`src/rtl/ghazi_loader_pkg.sv`:
```
// Shared types and the CRC-8 step for the ICCM UART loader.
// The CRC helper is used by the loader when GHAZI_LOADER_CRC_EN is defined.
package ghazi_loader_pkg;

   typedef enum logic [2:0] {
      ST_IDLE,
      ST_LEN_LO,
      ST_LEN_HI,
      ST_DATA,
      ST_CRC,
      ST_DONE,
      ST_ERR
   } loader_state_e;

   typedef enum logic [1:0] {
      ERR_NONE    = 2'd0,
      ERR_LEN     = 2'd1,
      ERR_TIMEOUT = 2'd2,
      ERR_CRC     = 2'd3
   } err_code_e;

   localparam logic [7:0] LOADER_CRC_POLY = 8'h07;

   // One byte of CRC-8, MSB first, no reflection, no final xor.
   function automatic logic [7:0] crc8_update(input logic [7:0] crc, input logic [7:0] data_byte);
      logic [7:0] c;
      c = crc ^ data_byte;
      for (int i = 0; i < 8; i++) begin
         c = c[7] ? ({c[6:0], 1'b0} ^ LOADER_CRC_POLY) : {c[6:0], 1'b0};
      end
      return c;
   endfunction

endpackage

```
`src/rtl/iccm_uart_loader.sv`:
```
// Boot loader: parses sync/length/data(/CRC) frames from the UART and writes ICCM words.
// Optional CRC-8 trailer check is enabled by defining GHAZI_LOADER_CRC_EN.
module iccm_uart_loader
   import ghazi_loader_pkg::*;
#(
   parameter int         ADDR_W         = 14,
   parameter int         MAX_WORDS      = 256,
   parameter logic [7:0] SYNC_BYTE      = 8'hA5,
   parameter int         TIMEOUT_CYCLES = 1000000
) (
   input  logic              clk_i,
   input  logic              rst_ni,
   input  logic              rx_dv_i,
   input  logic [7:0]        rx_byte_i,
   output logic              we_o,
   output logic [ADDR_W-1:0] addr_o,
   output logic [31:0]       wdata_o,
   output logic              reset_o,
   output logic              done_o,
   output logic              err_o,
   output logic [1:0]        err_code_o
);

   localparam int TMO_W = $clog2(TIMEOUT_CYCLES + 1);

   // rx_dv_i is a single-cycle strobe qualifying rx_byte_i; there is no ready,
   // every strobe is consumed in the cycle it arrives.
`ifdef GHAZI_LOADER_CRC_EN
   localparam loader_state_e PAYLOAD_END = ST_CRC;
`else
   localparam loader_state_e PAYLOAD_END = ST_DONE;
`endif

   loader_state_e     state_q, state_d;
   logic [15:0]       count_q, count_d;
   logic [1:0]        byte_idx_q, byte_idx_d;
   logic [31:0]       word_q, word_d;
   logic [ADDR_W-1:0] word_idx_q, word_idx_d;
   logic [TMO_W-1:0]  tmo_q, tmo_d;
   logic              we_q, we_d;
   logic [ADDR_W-1:0] addr_q, addr_d;
   logic [31:0]       wdata_q, wdata_d;
   logic              reset_q, reset_d;
   logic              done_q, done_d;
   logic              err_q, err_d;
   err_code_e         err_code_q, err_code_d;
   logic              tmo_fire;
   logic [15:0]       len_rx;
   logic              last_word;
`ifdef GHAZI_LOADER_CRC_EN
   logic [7:0]        crc_q, crc_d;
`endif

   assign len_rx    = {rx_byte_i, count_q[7:0]};
   assign last_word = (32'(word_idx_q) + 32'd1) == 32'(count_q);

   always_ff @(posedge clk_i or negedge rst_ni) begin
      if (!rst_ni) begin
         state_q    <= ST_IDLE;
         count_q    <= '0;
         byte_idx_q <= '0;
         word_q     <= '0;
         word_idx_q <= '0;
         tmo_q      <= '0;
         we_q       <= 1'b0;
         addr_q     <= '0;
         wdata_q    <= '0;
         reset_q    <= 1'b0;
         done_q     <= 1'b0;
         err_q      <= 1'b0;
         err_code_q <= ERR_NONE;
`ifdef GHAZI_LOADER_CRC_EN
         crc_q      <= '0;
`endif
      end else begin
         state_q    <= state_d;
         count_q    <= count_d;
         byte_idx_q <= byte_idx_d;
         word_q     <= word_d;
         word_idx_q <= word_idx_d;
         tmo_q      <= tmo_d;
         we_q       <= we_d;
         addr_q     <= addr_d;
         wdata_q    <= wdata_d;
         reset_q    <= reset_d;
         done_q     <= done_d;
         err_q      <= err_d;
         err_code_q <= err_code_d;
`ifdef GHAZI_LOADER_CRC_EN
         crc_q      <= crc_d;
`endif
      end
   end

   always_comb begin
      state_d    = state_q;
      count_d    = count_q;
      byte_idx_d = byte_idx_q;
      word_d     = word_q;
      word_idx_d = word_idx_q;
      tmo_d      = tmo_q;
      we_d       = 1'b0;
      addr_d     = addr_q;
      wdata_d    = wdata_q;
      reset_d    = reset_q;
      done_d     = done_q;
      err_d      = err_q;
      err_code_d = err_code_q;
      tmo_fire   = 1'b0;

      // A byte arriving on the would-be timeout cycle wins over the timeout.
      if (rx_dv_i) begin
         tmo_d = '0;
      end else if (state_q != ST_IDLE && state_q != ST_DONE) begin
         if (tmo_q == TMO_W'(TIMEOUT_CYCLES - 1)) tmo_fire = 1'b1;
         else                                    tmo_d = tmo_q + TMO_W'(1);
      end

      case (state_q)
         ST_IDLE: begin
            if (rx_dv_i && rx_byte_i == SYNC_BYTE) begin
               state_d    = ST_LEN_LO;
               err_d      = 1'b0;
               err_code_d = ERR_NONE;
               word_idx_d = '0;
               byte_idx_d = '0;
            end
         end
         ST_LEN_LO: begin
            if (rx_dv_i) begin
               count_d[7:0] = rx_byte_i;
               state_d      = ST_LEN_HI;
            end
         end
         ST_LEN_HI: begin
            if (rx_dv_i) begin
               count_d[15:8] = rx_byte_i;
               if (len_rx > 16'(MAX_WORDS)) begin
                  state_d    = ST_ERR;
                  err_d      = 1'b1;
                  err_code_d = ERR_LEN;
               end else if (len_rx == 16'd0) begin
                  state_d = PAYLOAD_END;
               end else begin
                  state_d = ST_DATA;
               end
            end
         end
         ST_DATA: begin
            if (rx_dv_i) begin
               word_d     = {rx_byte_i, word_q[31:8]};
               byte_idx_d = byte_idx_q + 2'd1;
               if (byte_idx_q == 2'd3) begin
                  we_d       = 1'b1;
                  addr_d     = word_idx_q;
                  wdata_d    = {rx_byte_i, word_q[31:8]};
                  word_idx_d = word_idx_q + ADDR_W'(1);
                  if (last_word) state_d = PAYLOAD_END;
               end
            end
         end
`ifdef GHAZI_LOADER_CRC_EN
         ST_CRC: begin
            if (rx_dv_i) begin
               if (rx_byte_i == crc_q) begin
                  state_d = ST_DONE;
               end else begin
                  state_d    = ST_ERR;
                  err_d      = 1'b1;
                  err_code_d = ERR_CRC;
               end
            end
         end
`endif
         ST_ERR:  state_d = ST_IDLE;
         default: ;
      endcase

      if (tmo_fire) begin
         state_d    = ST_ERR;
         err_d      = 1'b1;
         err_code_d = ERR_TIMEOUT;
      end
      if (state_d == ST_ERR) tmo_d = '0;
      if (state_d == ST_DONE) begin
         reset_d = 1'b1;
         done_d  = 1'b1;
      end
   end

`ifdef GHAZI_LOADER_CRC_EN
   // Sync is excluded from the CRC; length and data bytes are folded in.
   always_comb begin
      crc_d = crc_q;
      if (state_q == ST_IDLE && rx_dv_i && rx_byte_i == SYNC_BYTE)
         crc_d = '0;
      else if (rx_dv_i && (state_q == ST_LEN_LO || state_q == ST_LEN_HI || state_q == ST_DATA))
         crc_d = crc8_update(crc_q, rx_byte_i);
   end
`endif

   assign we_o       = we_q;
   assign addr_o     = addr_q;
   assign wdata_o    = wdata_q;
   assign reset_o    = reset_q;
   assign done_o     = done_q;
   assign err_o      = err_q;
   assign err_code_o = err_code_q;

endmodule

```
`config.mk`:
```
export PLATFORM = sky130hd
export DESIGN_NAME = iccm_uart_loader
export DESIGN_NICKNAME = d
export VERILOG_FILES = /design/src/rtl/ghazi_loader_pkg.sv /design/src/rtl/iccm_uart_loader.sv
export SDC_FILE = /design/constraint.sdc
export NUM_CORES = 1
export LEC_CHECK = 0
export ABC_AREA = 1
export CAP_MARGIN = 20
export CORE_MARGIN = 2
export CORE_UTILIZATION = 40
export CTS_BUF_LIST = sky130_fd_sc_hd__clkbuf_4
export DETAILED_ROUTE_END_ITERATION = 16
export PLACE_DENSITY = 0.65
export SETUP_SLACK_MARGIN = 0.4
export SLEW_MARGIN = 20
export SYNTH_ARGS = -nofsm -noshare
export SYNTH_HDL_FRONTEND = slang
export SYNTH_SLANG_ARGS = --single-unit
export TNS_END_PERCENT = 30
```
`constraint.sdc`:
```
create_clock -name clk_i -period 3.5 [get_ports clk_i]
set_input_delay 1.05 -clock clk_i [delete_from_list [all_inputs] [get_ports clk_i]]
set_output_delay 1.05 -clock clk_i [all_outputs]
set_load 0.02 [all_outputs]
```
Word-level counts from Yosys, hierarchy flattened:

Cells that the tools add are included.

* add/sub/neg operators: 4
* magnitude comparators: 1
* equality and inequality tests: 18
* multiplexer cells: 36
* reductions and logical operators: 16

Operators by type and width (number)
* 20-bit two-way mux: 4
* 14-bit two-way mux: 3
* 14-bit case mux with 2 select lines: 1
* 3-bit two-way mux: 9
* 20-bit by 1-bit adder with 20-bit output, second input constant: 1
* 20-bit == test, second input constant: 1
* 15-bit by 16-bit == test with 1-bit output: 1
* 16-bit by 9-bit greater-than comparator with 1-bit output, second input constant: 1
* 16-bit zero test: 1
* 14-bit by 1-bit adder with 15-bit output, second input constant: 1
* 3-bit case mux with 5 select lines: 1
* 14-bit by 1-bit adder with 14-bit output, second input constant: 1
* 3-bit inequality test, second input constant: 4
* 1-bit two-way mux: 10
* 2-bit two-way mux: 5
* 3-bit == test, second input constant: 3
* 3-bit nonzero test: 3
* 8-bit == test, second input constant: 1
* 2-bit case mux with 2 select lines: 2
* 2-bit AND reduction: 4
* 4-bit AND reduction: 2
* 3-bit by 2-bit == test with 1-bit output, second input constant: 2
* 2-bit inequality test, second input constant: 3
* 3-bit AND reduction: 2
* other kinds (8): 9

* bits in registers: 138
* bits of input ports: 11
* output and inout bits: 52

Logic depth before layout (Yosys ltp):

* word-level depth: 10
* mapped depth: 16
* depth with buffers taken out: 16

Least setup slack after synthesis:

OpenSTA, ideal clock, no wires.

* path type: input -> register
* start: input port rx_byte_i[1]
* end: register word_idx_q[12]
* arrival: 2.173 ns
* path slack: 1.200 ns
* cell stages on the path: 7
* cells stage by stage: inv_1 nand3_1 nor4_1 nand3_1 a22oi_1 buf_2 o21ai_0

* longest elaborated chain between the ends: 4

RTL lines
* start, declared: line iccm_uart_loader.sv:14 `input logic [7:0] rx_byte_i,`
* 8-bit == test: line iccm_uart_loader.sv:121 `if (rx_dv_i && rx_byte_i == SYNC_BYTE) begin`
* 1-bit logical AND: line iccm_uart_loader.sv:121
* 2-bit inequality test (no line)
* 4-bit AND reduction (no line)
* end signal, assigned: line iccm_uart_loader.sv:80 `word_idx_q <= word_idx_d;`
* end, declared: line iccm_uart_loader.sv:38 `logic [ADDR_W-1:0] word_idx_q, word_idx_d;`

No other way between the ends.
A chain may end at the register's enable or synchronous reset.

Worst setup path after layout:

* start: register wdata_q[25], in the netlist wdata_o[25]
* end: output port wdata_o[25]

RTL lines
* start, declared: line iccm_uart_loader.sv:42 `logic [31:0] wdata_q, wdata_d;`
* start signal, assigned: line iccm_uart_loader.sv:84 `wdata_q <= wdata_d;`
* end, declared: line iccm_uart_loader.sv:17 `output logic [31:0] wdata_o,`

No word-level cell between the ends.

==> out/results.txt <==
status -> complete, no violations
largest net degree at the start of global routing -> 71
Detailed Routing Iterations Pass 1 -> 5
Port-buffer cells -> 62
row count -> 45
crit path launch type -> flip-flop
crit-path cells -> clkdlybuf4s50_1
slowest stage delay, CP -> 0.63 ns
critical path class -> reg2out
Fmax -> 379 MHz
Req. time, crit path -> 2.45 ns
DR WL/cell -> 13.9 um
post-synthesis cell type count -> 38
routed wl met2 -> 7.03 mm
worst slew pin tran -> 0.654 ns
Clock Sinks -> 130
maximum fanout along the worst path -> 2
Post-Syn Instances -> 791
Worst-Skew Late Latency -> 0.55 ns
Peak VDD IR -> 0.000187 V
worst hold-check path type -> in2async
Max-Cap Viols -> 0
Die ar. -> 16700 um2
R2R Setup Slk -> 1.31 ns
top sig layer -> met4
Worst slew margin -> 56.4%
final RePlAce weighted congestion -> 0.902
Starting Density -> 41.0%
clk buf depth -> 2
nets -> 877
Setup Viol. Count Final -> 0
most frequent cells in the layout -> nand2_1 (233), dfrtp_1 (130), o21ai_0 (97)
post-layout min period -> 2.64 ns
CTS tree -> built
ratio of cells with drive above 1 in the final layout -> 7.42%
# IOs -> 63
Vias/cell -> 4.95
CORE AREA -> 15300 um2
Mapped Avg Cell Area -> 7.91 um2
initial antenna violation count -> 1
Layout Area Growth over Synthesis -> 18.8%
Hold Vio Cnt, Final -> 0
synth warn -> 0
max-slew violation count -> 0
antenna viol nets, final -> 0
# resized after CTS -> 0
CTS Hold Bufs -> 0
total track usage -> 19.7%
CP delay by family, top -> buffers and inverters
Slowest-stage cell, CP -> clkdlybuf4s50_1
nature of the critical path endpoint -> output port
Pwr Total -> 3.87 mW
RSZ-0062 raised after global routing -> false
setup tns final -> 0 ns
Post-CTS Setup Repair Bufs -> 0
Final Skew -> 0.0197 ns
wire length on met1 -> 7.20 mm
CP Buf/Inv Count -> 1
register bit total from synthesis -> 130
sequential area share after synthesis -> 52.0%
Worst EP arrival -> 1.59 ns
Die Wd -> 129 um
Filler Cells Inserted -> 1476
PD cells -> 521 nW/um2
routed wl met3 -> 564 um
crit share post-route -> 75.3%
post-DP HPWL -> 11.0 mm
final WL -> 15.2 mm
via count -> 5390
first-pass GRT wire length -> 25.8 mm
LEAKAGE -> 3.39 nW
DR DRC count -> 0
gr ovfl total -> 0
Post-Syn Area -> 6250 um2
CTS Root Cell -> clkbuf_4
most common cell after layout, fill and taps aside -> nand2_1
Iteration-0 DRC Markers -> 456
die height -> 129 um
htree depth -> 4
syn_nets -> 805
TritonCTS Buffers -> 17
vias in the first global route -> 5306
CTS clk-pin slew, worst paths -> 0.12 ns
kinds of logic after synthesis:
group	count (synthesis)	share of synthesized area, %
and+or+nand+nor	407	28.4
AOI/OAI and AO/OA	130	11.4
DFF	130	52.0
buffers and inverters	119	7.30
adders and majority gates	3	0.600
xor gates and xnor gates	2	0.280
stage by stage:
stage               cell area (um2)  hold WS (ns)  setup slack [ns]  util (%)  std cells
floorplan                      6250         0.449              1.20         -        791
global placement               7150         0.456             0.444      46.9       1055
detailed placement             7150         0.461             0.430      46.9       1055
CTS                            7420         0.486             0.835      48.7       1087
global route                   7430         0.514             0.799      48.7       1088
finish                         7430         0.480             0.864      48.7       1088
registers in the layout (all words and copies together) (netlist names):
name	count
wdata_o	32
word_q	24
tmo_q	20
count_q	16
addr_o	14
word_idx_q	14
state_q	3
byte_idx_q	2
err_code_o	2
done_o	1
err_o	1
we_o	1
worst reg2reg max path, delay by kind of cell (launching register included):
| family | cells | cell delay (ns) |
|---|---|---|
| AO/OA/AOI/OAI | 1 | 0.10 |
| adder cells (fa/ha/maj) | 1 | 0.24 |
| flip-flops | 1 | 0.47 |
| AND/OR/NAND/NOR | 13 | 1.34 |
layer usage:
metal / track usage [%] / up-vias
met2: 31.1 / 108
met5: 0 / -
li1: - / 2745
met3: 4.13 / 32
met1: 26.5 / 2505
met4: 8.25 / 0
cell type report:
cell class / instances / area (um2) / share of cell area [%]
diodes: 1 / 2.50 / 0.0337
clock buffers: 17 / 128 / 1.72
clock inverters: 15 / 144 / 1.94
inverters: 98 / 368 / 4.95
multi-input cells: 542 / 2540 / 34.2
flip-flops and latches: 130 / 3250 / 43.8
well taps: 211 / 264 / 3.55
repair buffers: 74 / 724 / 9.75
Yosys cell counts, drive strengths merged:
cell / instances / area share [%]
o21bai: 2 / 0.30
nand3: 58 / 4.7
nor3: 11 / 1.1
o32ai: 1 / 0.14
or2: 1 / 0.10
a22oi: 2 / 0.24
o211ai: 1 / 0.12
nand4: 26 / 2.6
clkinv: 1 / 0.060
clkbuf: 14 / 0.84
o31ai: 2 / 0.24
nor4: 5 / 0.50
nand2: 237 / 14
buf: 7 / 0.58
nor2: 63 / 4.3
xor2: 1 / 0.14
ha: 3 / 0.60
o41ai: 2 / 0.28
a211oi: 1 / 0.12
a32o: 2 / 0.32
o22ai: 10 / 1.0
o21a: 1 / 0.12
nor3b: 1 / 0.12
o21ai: 97 / 7.8
inv: 97 / 5.8
a21oi: 9 / 0.72
xnor2: 1 / 0.14
nand3b: 5 / 0.60
dfrtp: 130 / 52
power breakdown:
group	switching, mW	leakage, nW	internal [mW]
clock network	0.566	0.147	0.415
registers	0.174	1.73	1.78
logic	0.605	1.51	0.324
worst paths after layout:
check,from,to,cells after the start
hold reg to reg,wdata_o[10]$_DFFE_PN0P_,wdata_o[10]$_DFFE_PN0P_,2
max in group asynchronous,rst_ni,word_q[15]$_DFFE_PN0P_,2
hold / removal,rst_ni,we_o$_DFF_PN0_,1
setup / recovery,wdata_o[25]$_DFFE_PN0P_,wdata_o[25],1
setup reg to reg,word_idx_q[0]$_DFFE_PN0P_,done_o$_DFFE_PN0N_,15
min in group clk_i,wdata_o[10]$_DFFE_PN0P_,wdata_o[10]$_DFFE_PN0P_,2
Note: power is estimated with default switching activity, not from simulation.
